--- src/rtl/fifo_stream_reader.sv ---
// fifo_stream_reader: drains a registered-read FIFO onto a valid/ready
// stream through a 2-entry output buffer.
module fifo_stream_reader #(
   parameter int DATA_WIDTH = 16,
   parameter int CNT_WIDTH  = 16
) (
   input  logic                  clk,
   input  logic                  rst_n,
   input  logic                  enable,
   output logic                  fifo_rd_en,
   input  logic [DATA_WIDTH-1:0] fifo_data_out,
   input  logic                  fifo_empty,
   input  logic                  fifo_underflow,
   output logic                  m_valid,
   output logic [DATA_WIDTH-1:0] m_data,
   input  logic                  m_ready,
   output logic [CNT_WIDTH-1:0]  word_count,
   output logic                  err_underflow
);

   typedef enum logic [1:0] {
      EMPTY = 2'd0,
      ONE   = 2'd1,
      TWO   = 2'd2
   } occ_t;

   occ_t                  occ;
   logic                  rd_pend;
   logic [DATA_WIDTH-1:0] head;
   logic [DATA_WIDTH-1:0] tail;
   logic                  pop;
   logic [2:0]            used;

   assign pop = m_valid && m_ready;

   // Buffered plus in-flight words, net of the word leaving this cycle.
   assign used = {1'b0, occ} + {2'b00, rd_pend} - {2'b00, pop};

   assign fifo_rd_en = rst_n && enable && !fifo_empty && (used < 3'd2);
   assign m_data     = head;

   always_ff @(posedge clk or negedge rst_n) begin
      if (!rst_n) begin
         occ           <= EMPTY;
         m_valid       <= 1'b0;
         rd_pend       <= 1'b0;
         head          <= '0;
         tail          <= '0;
         word_count    <= '0;
         err_underflow <= 1'b0;
      end else begin
         rd_pend <= fifo_rd_en;
         if (pop)
            word_count <= word_count + CNT_WIDTH'(1);
         if (fifo_underflow)
            err_underflow <= 1'b1;
         unique case (occ)
            EMPTY: begin
               if (rd_pend) begin
                  head    <= fifo_data_out;
                  occ     <= ONE;
                  m_valid <= 1'b1;
               end
            end
            ONE: begin
               unique case ({rd_pend, pop})
                  2'b11: head <= fifo_data_out;
                  2'b10: begin
                     tail <= fifo_data_out;
                     occ  <= TWO;
                  end
                  2'b01: begin
                     occ     <= EMPTY;
                     m_valid <= 1'b0;
                  end
                  default: ;
               endcase
            end
            TWO: begin
               if (pop) begin
                  head <= tail;
                  if (rd_pend)
                     tail <= fifo_data_out;
                  else
                     occ <= ONE;
               end
            end
            default: begin
               occ     <= EMPTY;
               m_valid <= 1'b0;
            end
         endcase
      end
   end

   // The read credit rule must never let a word arrive into a full buffer.
   no_overrun: assert property (
      @(posedge clk) disable iff (!rst_n)
      !(rd_pend && occ == TWO && !pop)
   );

endmodule

--- config.mk ---
export PLATFORM = sky130hd
export DESIGN_NAME = fifo_stream_reader
export DESIGN_NICKNAME = d
export VERILOG_FILES = /design/src/rtl/fifo_stream_reader.sv
export SDC_FILE = /design/constraint.sdc
export NUM_CORES = 1
export LEC_CHECK = 0
export BUFFER_PORTS_ARGS = -buffer_cell sky130_fd_sc_hd__buf_2
export CAP_MARGIN = 20
export CORE_MARGIN = 2
export CORE_UTILIZATION = 50
export CTS_CLUSTER_DIAMETER = 40
export DETAILED_ROUTE_END_ITERATION = 12
export PLACE_DENSITY = 0.78
export SYNTH_ARGS = -nofsm -noshare
export SYNTH_HDL_FRONTEND = slang
export SYNTH_SLANG_ARGS = --single-unit
--- constraint.sdc ---
create_clock -name clk -period 5.8 [get_ports clk]
set_input_delay 1.16 -clock clk [delete_from_list [all_inputs] [get_ports clk]]
set_output_delay 1.16 -clock clk [all_outputs]
set_load 0.02 [all_outputs]
==> load_flow_metrics.sql, run 1 <==
INSERT INTO impl_metrics (metric_group, metric, value, unit) VALUES
('synth', 'synth_seq_cells', '53', ''),
('worst_setup_path', 'critPathLaunchType', 'input port', ''),
('grt', 'grt_usage', '0.162', ''),
('clock_tree', 'cts_sink_count', '53', ''),
('floorplan', 'dieWidth', '74.2', 'um'),
('power_and_ir_drop', 'total_switching_power', '0.419', 'mW'),
('clock_tree', 'cts_htree_levels', '2', ''),
('timing', 'finalCritPeriodShare', '0.743', ''),
('placed_design', 'dp_worst_setup_slack', '1.49', 'ns'),
('timing', 'clock_skew', '0.00603', 'ns'),
('floorplan', 'initial_core_util', '0.522', ''),
('power_and_ir_drop', 'power_frac_clock', '0.200', ''),
('route', 'drt_pre_antenna_iters', '4', ''),
('placed_design', 'dp_hpwl', '2960', 'um'),
('power_and_ir_drop', 'power.static_leakage', '1.45', 'nW'),
('worst_setup_path', 'reg2reg_depth', '7', ''),
('timing', 'setup_ws_post_layout', '1.49', 'ns'),
('synth', 'warnings_from_yosys', '0', ''),
('timing', 'setup_total_negative_slack', '0', 'ns'),
('final_layout', 'syn_to_final_growth', '16.5', '%'),
('placed_design', 'portBuffers', '56', ''),
('floorplan', 'floorplan.core_area', '0.00472', 'mm^2'),
('min_path', 'holdCritPathClass', 'reg -> reg', ''),
('worst_setup_path', 'required', '4.64', 'ns'),
('worst_setup_path', 'maximum_fanout_encountered_on_the_critical_timing_path', '6', ''),
('power_and_ir_drop', 'max-vdd-ir-drop', '0.000265', 'V'),
('power_and_ir_drop', 'p_seq_frac', '0.467', ''),
('worst_setup_path', 'ff2ff_setup_slack', '3.48', 'ns'),
('clock_tree', 'post_cts_buffers', '0', ''),
('grt', 'largest_net_degree_at_the_start_of_global_routing', '54', ''),
('floorplan', 'ioPinCount', '57', ''),
('power_and_ir_drop', 'power', '1.27', 'mW'),
('final_layout', 'antenna-diode-count', '0', ''),
('worst_setup_path', 'start_point_of_the_critical_path', 'm_ready', ''),
('synth', 'cell_types_with_the_largest_area_share_after_synthesis', 'sky130_fd_sc_hd__dfrtp_1 54%, sky130_fd_sc_hd__mux2_2 13%, sky130_fd_sc_hd__mux2_4 6.1%, sky130_fd_sc_hd__mux2_1 4.1%, sky130_fd_sc_hd__xnor2_1 3.6%', ''),
('final_layout', 'finalNetCount', '259', ''),
('route', 'vias_per_std_cell', '5.06', ''),
('grt', 'global_route.overflow_total', '0', ''),
('timing', 'max_clock_freq', '232', 'MHz'),
('final_layout', 'commonest_non_fill_non_tap_cell_in_the_layout', 'sky130_fd_sc_hd__buf_2', ''),
('clock_tree', 'cts_tree', 'built', ''),
('route', 'dr_total_vias', '1529', ''),
('final_layout', 'multiInputGateArea', '0.00105', 'mm^2'),
('clock_tree', 'ctsRootBufferMaster', 'sky130_fd_sc_hd__clkbuf_8', ''),
('timing', 'period_needed', '4.31', 'ns'),
('status', 'status', 'completed', ''),
('timing', 'unrepaired_setup_endpoints_after_global_routing', 'no', ''),
('synth', 'syn-num-nets', '202', ''),
('synth', 'ys_types', '32', ''),
('clock_tree', 'path_clk_slew', '0.09', 'ns'),
('placed_design', 'final_gp_congestion', '0.770', ''),
('final_layout', 'instances_no_fill', '302', ''),
('power_and_ir_drop', 'power_density', '443', 'mW/mm^2'),
('route', 'top_layer_used', 'met4', ''),
('grt', 'grt_first_pass_wirelength', '6820', 'um'),
('route', 'drt_iter0_drc', '79', ''),
('synth', 'netlist.top_cell.by_area', 'sky130_fd_sc_hd__dfrtp_1', ''),
('timing', 'report.final.setup_viol', '0', ''),
('placed_design', 'dpl-instance-area', '0.00276', 'mm^2'),
('power_and_ir_drop', 'cellInternalPower', '0.852', 'mW'),
('clock_tree', 'cts_max_path_buffers', '2', ''),
('timing', 'fin_hold_ws', '0.467', 'ns'),
('worst_setup_path', 'worstPathArrival', '3.15', 'ns'),
('final_layout', 'n_fill_cell', '370', ''),
('clock_tree', 'cts_resized', '0', ''),
('run', 'cap_viol_max_count', '0', ''),
('final_layout', 'post_route_cells_drive_above_1_share', '0.472', ''),
('floorplan', 'floorplan.die_area', '0.00551', 'mm^2'),
('synth', 'synth_seq_area_share', '0.538', ''),
('route', 'met2WireLength', '2020', 'um'),
('clock_tree', 'ctsHoldBuffers', '0', '');
-- layer usage --
| metal | up-vias | GRT usage |
|---|---|---|
| met2 | 48 | 0.281 |
| met1 | 749 | 0.198 |
| met3 | 5 | 0.0379 |
| met4 | 0 | 0.0615 |
| li1 | 727 | - |
| met5 | - | 0 |
-- power groups by stage --
| stage | Sequential [mW] | Clock [mW] | Combinational [mW] |
|---|---|---|---|
| floorplan | 0.687 | 0 | 0.216 |
| global placement | 0.597 | 0 | 0.416 |
| detailed placement | 0.598 | 0 | 0.430 |
| CTS | 0.594 | 0.261 | 0.429 |
| global route | 0.613 | 0.274 | 0.456 |
| finish | 0.594 | 0.255 | 0.422 |
-- worst max-delay path, stage by stage --
cell	delay [ns]
sky130_fd_sc_hd__buf_2	0.11
sky130_fd_sc_hd__and2_1	0.28
sky130_fd_sc_hd__inv_1	0.17
sky130_fd_sc_hd__ha_1	0.30
sky130_fd_sc_hd__or2b_1	0.24
sky130_fd_sc_hd__fa_1	0.50
sky130_fd_sc_hd__nand4b_1	0.09
sky130_fd_sc_hd__nor2_1	0.13
sky130_fd_sc_hd__buf_2	0.18
-- state kept, by name, summed over array words and instances, names as in the netlist --
register	flops
tail	16
err_underflow	1
rd_pend	1
m_data	16
m_valid	1
word_count	16
occ	2
-- how the worst max path moves through the flow --
stage          slack, ns  cells after the start    endpoint
2_1_floorplan       1.77                      8  fifo_rd_en
3_3_place_gp        1.58                      9  fifo_rd_en
3_5_place_dp        1.49                      9  fifo_rd_en
4_1_cts             1.49                      9  fifo_rd_en
5_1_grt             1.37                      9  fifo_rd_en
6_report            1.49                      9  fifo_rd_en
-- cell usage after synthesis, drive strengths merged --
library cell / instances
xor2: 6
a31oi: 1
xnor2: 10
and3: 2
fa: 1
o32ai: 1
or2: 2
mux2: 48
ha: 2
and2: 1
nand4: 4
buf: 7
a211o: 1
o21ai: 2
nor3: 1
or2b: 1
nand2: 10
nand3: 4
inv: 3
nor2: 9
o31a: 1
dfrtp: 53
and2b: 1
nor2b: 1
a21oi: 2
and4: 2
nand4b: 1
-- final cells by class --
| cell class | count | area share |
|---|---|---|
| Clock buffer | 7 | 0.0301 |
| Clock inverter | 1 | 0.0105 |
| Inverter | 3 | 0.00392 |
| Multi-Input combinational cell | 114 | 0.364 |
| Sequential cell | 53 | 0.462 |
| Tap cell | 67 | 0.0292 |
| Timing Repair Buffer | 57 | 0.100 |
-- kinds of logic (layout without fill, tap and decap cells) --
| logic type | after synthesis | count (layout) | synth area share |
|---|---|---|---|
| AO/OA/AOI/OAI | 8 | 8 | 0.0299 |
| XOR/XNOR | 16 | 16 | 0.0569 |
| adder cells (fa/ha/maj) | 3 | 3 | 0.0183 |
| buffers and inverters | 10 | 68 | 0.0376 |
| flip-flops | 53 | 53 | 0.538 |
| multiplexers | 48 | 48 | 0.235 |
| AND/OR/NAND/NOR | 39 | 39 | 0.0848 |
(Power assumes the default switching activity.)
==> run 2: changes to the inputs <==
clock period = 4 ns   (was 5.8 ns; I/O delays follow)
==> load_flow_metrics.sql, run 2 (synthesized netlist as in run 1, its figures left out) <==
INSERT INTO impl_metrics (metric_group, metric, value, unit) VALUES
('route', 'avg_wl_per_cell', '14.1', 'um'),
('route', 'drt_pre_antenna_iters', '4', ''),
('route', 'drcViolationCount', '0', ''),
('final_layout', 'commonest_non_fill_non_tap_cell_in_the_layout', 'sky130_fd_sc_hd__buf_2', ''),
('timing', 'setup_total_negative_slack', '0', 'ns'),
('floorplan', 'die_h', '74.2', 'um'),
('power_and_ir_drop', 'max-vdd-ir-drop', '0.000322', 'V'),
('route', 'dr_total_vias', '1520', ''),
('worst_setup_path', 'worstPathArrival', '2.80', 'ns'),
('final_layout', 'post_route_cells_drive_above_1_share', '0.470', ''),
('worst_setup_path', 'sort_of_element_at_the_end_of_the_critical_path', 'output port', ''),
('worst_setup_path', 'critPathLaunchType', 'input port', ''),
('timing', 'finalCritPeriodShare', '0.901', ''),
('clock_tree', 'post_cts_buffers', '0', ''),
('min_path', 'holdCritPathClass', 'reg -> reg', ''),
('worst_setup_path', 'slowest_stage_delay_on_critical_path', '0.48', 'ns'),
('grt', 'grt_first_pass_wirelength', '6960', 'um'),
('power_and_ir_drop', 'total_switching_power', '0.600', 'mW'),
('status', 'status', 'completed', ''),
('worst_setup_path', 'required', '3.20', 'ns'),
('power_and_ir_drop', 'power_switching_share', '0.339', ''),
('clock_tree', 'cts_max_path_buffers', '2', ''),
('clock_tree', 'clk_latency', '0.30', 'ns'),
('power_and_ir_drop', 'cellInternalPower', '1.17', 'mW'),
('worst_setup_path', 'maximum_fanout_encountered_on_the_critical_timing_path', '6', ''),
('route', 'drt_iter0_drc', '34', ''),
('route', 'top_layer_used', 'met4', ''),
('power_and_ir_drop', 'power.static_leakage', '1.44', 'nW'),
('final_layout', 'finalNetCount', '259', ''),
('final_layout', 'stdcell_area', '0.00284', 'mm^2'),
('worst_setup_path', 'worst-path-buf-inv', '3', ''),
('timing', 'setup_ws_post_layout', '0.398', 'ns'),
('timing', 'max_clock_freq', '278', 'MHz'),
('timing', 'final-hold-violation-count', '0', ''),
('final_layout', 'n_fill_cell', '372', ''),
('grt', 'grt_usage', '0.167', ''),
('timing', 'period_needed', '3.60', 'ns'),
('clock_tree', 'cts_tree', 'built', ''),
('timing', 'slew_headroom', '0.570', ''),
('final_layout', 'syn_to_final_growth', '15.3', '%'),
('run', 'cap_viol_max_count', '0', ''),
('route', 'met2WireLength', '2020', 'um'),
('timing', 'report.final.setup_viol', '0', ''),
('floorplan', 'std_cell_rows', '25', ''),
('floorplan', 'floorplan.die_area', '0.00551', 'mm^2'),
('floorplan', 'ioPinCount', '57', ''),
('placed_design', 'dp_hpwl', '2960', 'um'),
('final_layout', 'finalCoreUtilization', '0.602', ''),
('clock_tree', 'ctsRootBufferMaster', 'sky130_fd_sc_hd__clkbuf_8', ''),
('timing', 'unrepaired_setup_endpoints_after_global_routing', 'no', ''),
('final_layout', 'sequential_cell_area', '0.00133', 'mm^2'),
('placed_design', 'dpl-instance-area', '0.00276', 'mm^2'),
('route', 'detailroute.wirelength.met3', '254', 'um'),
('clock_tree', 'inserted_clock_buffers', '5', ''),
('worst_setup_path', 'slowest_stage', 'sky130_fd_sc_hd__fa_1', ''),
('route', 'ant_nets', '0', ''),
('route', 'vias_per_std_cell', '5.05', ''),
('route', 'route.final.wire_length', '4240', 'um'),
('route', 'detail_route.wirelength.met1', '1930', 'um'),
('worst_setup_path', 'crit_path_frequent_cell', 'sky130_fd_sc_hd__buf_2', ''),
('power_and_ir_drop', 'power_density', '622', 'mW/mm^2'),
('clock_tree', 'cts_resized', '0', ''),
('timing', 'slew_violations', '0', ''),
('final_layout', 'multiInputGateArea', '0.00105', 'mm^2'),
('timing', 'tightestPinTransition', '0.645', 'ns'),
('power_and_ir_drop', 'power_frac_comb', '0.343', ''),
('floorplan', 'dieWidth', '74.2', 'um'),
('placed_design', 'portBuffers', '56', ''),
('clock_tree', 'cts_sink_count', '53', ''),
('clock_tree', 'cts_htree_levels', '2', ''),
('grt', 'largest_net_degree_at_the_start_of_global_routing', '54', ''),
('clock_tree', 'path_clk_slew', '0.09', 'ns'),
('grt', 'global_route.overflow_total', '0', ''),
('final_layout', 'antenna-diode-count', '0', ''),
('grt', 'first_global_vias', '1491', ''),
('timing', 'clock_skew', '0.00644', 'ns'),
('placed_design', 'final_gp_congestion', '0.728', ''),
('power_and_ir_drop', 'p_seq_frac', '0.488', ''),
('floorplan', 'initial_core_util', '0.522', ''),
('placed_design', 'dp_worst_setup_slack', '0.402', 'ns'),
('floorplan', 'floorplan.core_area', '0.00472', 'mm^2'),
('power_and_ir_drop', 'power_frac_clock', '0.168', ''),
('worst_setup_path', 'worst_path_dominant_cell_family', 'simple AND/OR/NAND/NOR gates', ''),
('final_layout', 'mostFrequentLayoutCells', '56 x sky130_fd_sc_hd__buf_2, 53 x sky130_fd_sc_hd__dfrtp_1, 29 x sky130_fd_sc_hd__mux2_2', ''),
('worst_setup_path', 'path_class', 'in -> out', ''),
('clock_tree', 'ctsHoldBuffers', '0', ''),
('grt', 'number_of_antenna_violations_at_the_first_check_in_global_routing', '0', ''),
('worst_setup_path', 'cp_cell_sequence', 'buf_2 -> and2_1 -> inv_1 -> ha_1 -> or2b_1 -> fa_1 -> nand4b_1 -> nor2_1 -> buf_2', '');
run 2: changes by cell type in the layout (fill, tap and decap cells not counted):
cell | before | now
sky130_fd_sc_hd__bufinv_16 | 1 | 0
run 2: power groups by stage:
stage / logic, mW / clock network (mW) / registers (mW)
finish: 0.607 / 0.298 / 0.863
global route: 0.657 / 0.332 / 0.893
CTS: 0.616 / 0.310 / 0.863
detailed placement: 0.616 / 0 / 0.872
global placement: 0.604 / 0 / 0.864
floorplan: 0.313 / 0 / 0.996
run 2: area by class of cell:
class / instances / area share
clock buffer: 7 / 0.0304
inverter: 3 / 0.00396
multi-input combinational: 114 / 0.368
sequential: 53 / 0.467
tap: 67 / 0.0295
timing repair buffer: 57 / 0.101
run 2: stage by stage:
stage	hold WS (ns)	cells	power [mW]
4_1_cts	0.470	301	1.79
3_5_place_dp	0.449	294	1.49
5_1_grt	0.506	301	1.88
6_report	0.468	301	1.77
3_3_place_gp	0.444	294	1.47
2_1_floorplan	0.474	177	1.31
run 2: layer usage:
layer	GRT usage	vias up
li1	-	726
met1	0.213	747
met2	0.267	43
met3	0.0610	4
met4	0.0536	0
met5	0	-
run 2: path summary, 6_finish.rpt:
path / start / to / slack [ns] / cells after the start
setup / recovery: m_ready / fifo_rd_en / 0.40 / 9
hold / removal: err_underflow / err_underflow / 0.47 / 1
setup reg to reg: m_valid / tail[13] / 1.70 / 7
hold reg to reg: err_underflow / err_underflow / 0.47 / 1
max in group asynchronous: rst_n / word_count[8] / 2.91 / 2
min in group asynchronous: rst_n / tail[4] / 0.67 / 2
==> run 3: changes to the inputs <==
BUFFER_PORTS_ARGS = unset   (was -buffer_cell sky130_fd_sc_hd__buf_2)
DONT_BUFFER_PORTS = 1   (was unset)
PLACE_DENSITY = 0.68   (was 0.78)
clock period = 4.4 ns   (was 4 ns; I/O delays follow)
==> load_flow_metrics.sql, run 3 (synthesized netlist as in run 1, its figures left out) <==
INSERT INTO impl_metrics (metric_group, metric, value, unit) VALUES
('status', 'status', 'completed', ''),
('timing', 'tightestPinTransition', '0.644', 'ns'),
('final_layout', 'n_fill_cell', '419', ''),
('timing', 'clock_skew', '0.00847', 'ns'),
('worst_setup_path', 'required', '3.52', 'ns'),
('timing', 'slew_headroom', '0.570', ''),
('floorplan', 'floorplan.core_area', '0.00472', 'mm^2'),
('worst_setup_path', 'slowest_stage_delay_on_critical_path', '0.54', 'ns'),
('timing', 'max_clock_freq', '272', 'MHz'),
('worst_setup_path', 'path_class', 'reg -> out', ''),
('worst_setup_path', 'cp_cell_sequence', 'and2_1 -> inv_1 -> ha_1 -> or2b_1 -> fa_1 -> nand4b_1 -> nor2_1', ''),
('floorplan', 'die_h', '74.2', 'um'),
('floorplan', 'floorplan.die_area', '0.00551', 'mm^2'),
('min_path', 'holdCritPathClass', 'in -> async', ''),
('clock_tree', 'post_cts_buffers', '0', ''),
('timing', 'period_needed', '3.68', 'ns'),
('power_and_ir_drop', 'power.static_leakage', '1.19', 'nW'),
('grt', 'global_route.overflow_total', '0', ''),
('power_and_ir_drop', 'power_switching_share', '0.350', ''),
('power_and_ir_drop', 'max-vdd-ir-drop', '0.000343', 'V'),
('grt', 'largest_net_degree_at_the_start_of_global_routing', '55', ''),
('worst_setup_path', 'r2r_start', 'm_valid', ''),
('route', 'drt_iter0_drc', '58', ''),
('clock_tree', 'cts_max_path_buffers', '2', ''),
('worst_setup_path', 'critPathLaunchType', 'flop', ''),
('worst_setup_path', 'worstPathArrival', '2.80', 'ns'),
('grt', 'number_of_antenna_violations_at_the_first_check_in_global_routing', '0', ''),
('clock_tree', 'cts_htree_levels', '2', ''),
('worst_setup_path', 'worstReg2RegEnd', 'rd_pend', ''),
('run', 'cap_viol_max_count', '0', ''),
('timing', 'slew_violations', '0', ''),
('route', 'ant_nets', '0', ''),
('timing', 'setup_total_negative_slack', '0', 'ns'),
('clock_tree', 'cts_tree', 'built', ''),
('power_and_ir_drop', 'power_frac_clock', '0.171', ''),
('worst_setup_path', 'slowest_stage', 'sky130_fd_sc_hd__dfrtp_1', ''),
('route', 'vias_per_std_cell', '5.39', ''),
('timing', 'fin_hold_ws', '0.272', 'ns'),
('worst_setup_path', 'worst-path-buf-inv', '1', ''),
('worst_setup_path', 'ff2ff_setup_slack', '1.73', 'ns'),
('final_layout', 'mostFrequentLayoutCells', '53 x sky130_fd_sc_hd__dfrtp_1, 29 x sky130_fd_sc_hd__mux2_2, 10 x sky130_fd_sc_hd__mux2_4, 10 x sky130_fd_sc_hd__nand2_1, 10 x sky130_fd_sc_hd__xnor2_1', ''),
('route', 'route.final.wire_length', '4260', 'um'),
('floorplan', 'std_cell_rows', '25', ''),
('final_layout', 'syn_to_final_growth', '3.45', '%'),
('route', 'dr_total_vias', '1320', ''),
('clock_tree', 'ctsRootBufferMaster', 'sky130_fd_sc_hd__clkbuf_8', ''),
('floorplan', 'ioPinCount', '57', ''),
('clock_tree', 'clk_latency', '0.29', 'ns'),
('floorplan', 'dieWidth', '74.2', 'um'),
('timing', 'final-hold-violation-count', '0', ''),
('grt', 'grt_first_pass_wirelength', '6800', 'um'),
('worst_setup_path', 'maximum_fanout_encountered_on_the_critical_timing_path', '6', ''),
('power_and_ir_drop', 'cellInternalPower', '0.970', 'mW'),
('final_layout', 'commonest_non_fill_non_tap_cell_in_the_layout', 'sky130_fd_sc_hd__dfrtp_1', ''),
('power_and_ir_drop', 'power_frac_comb', '0.198', ''),
('power_and_ir_drop', 'power_density', '585', 'mW/mm^2'),
('final_layout', 'antenna-diode-count', '0', ''),
('timing', 'report.final.setup_viol', '0', ''),
('placed_design', 'final_gp_congestion', '0.747', ''),
('timing', 'unrepaired_setup_endpoints_after_global_routing', 'no', ''),
('placed_design', 'portBuffers', '0', ''),
('clock_tree', 'ctsHoldBuffers', '0', ''),
('power_and_ir_drop', 'p_seq_frac', '0.631', ''),
('final_layout', 'post_route_cells_drive_above_1_share', '0.303', ''),
('worst_setup_path', 'worst_path_dominant_cell_family', 'simple AND/OR/NAND/NOR gates', ''),
('route', 'avg_wl_per_cell', '17.4', 'um'),
('clock_tree', 'inserted_clock_buffers', '5', ''),
('timing', 'finalCritPeriodShare', '0.837', ''),
('grt', 'grt_usage', '0.161', ''),
('clock_tree', 'cts_sink_count', '53', ''),
('route', 'drcViolationCount', '0', ''),
('worst_setup_path', 'sort_of_element_at_the_end_of_the_critical_path', 'output port', ''),
('clock_tree', 'path_clk_slew', '0.09', 'ns'),
('worst_setup_path', 'reg2reg_depth', '7', ''),
('placed_design', 'dp_hpwl', '3020', 'um'),
('route', 'drt_pre_antenna_iters', '4', ''),
('grt', 'first_global_vias', '1466', ''),
('clock_tree', 'cts_resized', '0', ''),
('floorplan', 'initial_core_util', '0.522', ''),
('power_and_ir_drop', 'total_switching_power', '0.521', 'mW'),
('final_layout', 'finalNetCount', '202', '');
==> run 3: worst register-to-register path: cells and delay by family, from the launching register on <==
family,cells,cell delay (ns)
fa+ha+maj,2,0.77
flops,1,0.54
buf+inv,1,0.17
simple gates,4,1.05
==> run 3: worst max-delay path by stage <==
stage                     startpoint          to  cells after the start
after global routing         m_valid  fifo_rd_en                      7
after floorplan              m_ready  fifo_rd_en                      8
after global placement       m_ready  fifo_rd_en                      7
after detailed placement     m_ready  fifo_rd_en                      7
final                        m_valid  fifo_rd_en                      7
after CTS                    m_valid  fifo_rd_en                      7
==> run 3: final cells by class <==
cell class | instances | area, um^2 | area share
Multi-Input combinational cell | 114 | 1050 | 0.410
Tap cell | 67 | 83.8 | 0.0329
Inverter | 3 | 11.3 | 0.00442
Clock inverter | 2 | 10.0 | 0.00393
Sequential cell | 53 | 1330 | 0.520
Clock buffer | 6 | 72.6 | 0.0285
==> run 3: power groups by stage <==
stage | sequential, mW | combinational [mW] | clock (mW)
final | 0.940 | 0.296 | 0.255
after global routing | 0.963 | 0.326 | 0.283
after global placement | 0.939 | 0.282 | 0
after detailed placement | 0.951 | 0.301 | 0
after CTS | 0.943 | 0.301 | 0.266
after floorplan | 0.906 | 0.285 | 0
==> run 3: metal layers <==
metal / GRT usage / share of wire
met1: 0.179 / 0.39
met2: 0.294 / 0.53
met3: 0.0569 / 0.076
met4: 0.0417 / 0.0052
met5: 0 / 0
==> run 3: through the flow <==
step / setup slack, ns / std cells / cell area [um^2] / utilization / power [mW]
6_report: 0.717 / 245 / 2550 / 0.540 / 1.49
5_1_grt: 0.561 / 245 / 2550 / 0.540 / 1.57
4_1_cts: 0.683 / 245 / 2550 / 0.540 / 1.51
3_5_place_dp: 0.728 / 237 / 2470 / 0.522 / 1.25
3_3_place_gp: 0.808 / 237 / 2470 / 0.522 / 1.22
2_1_floorplan: 0.925 / 177 / 2460 / - / 1.19
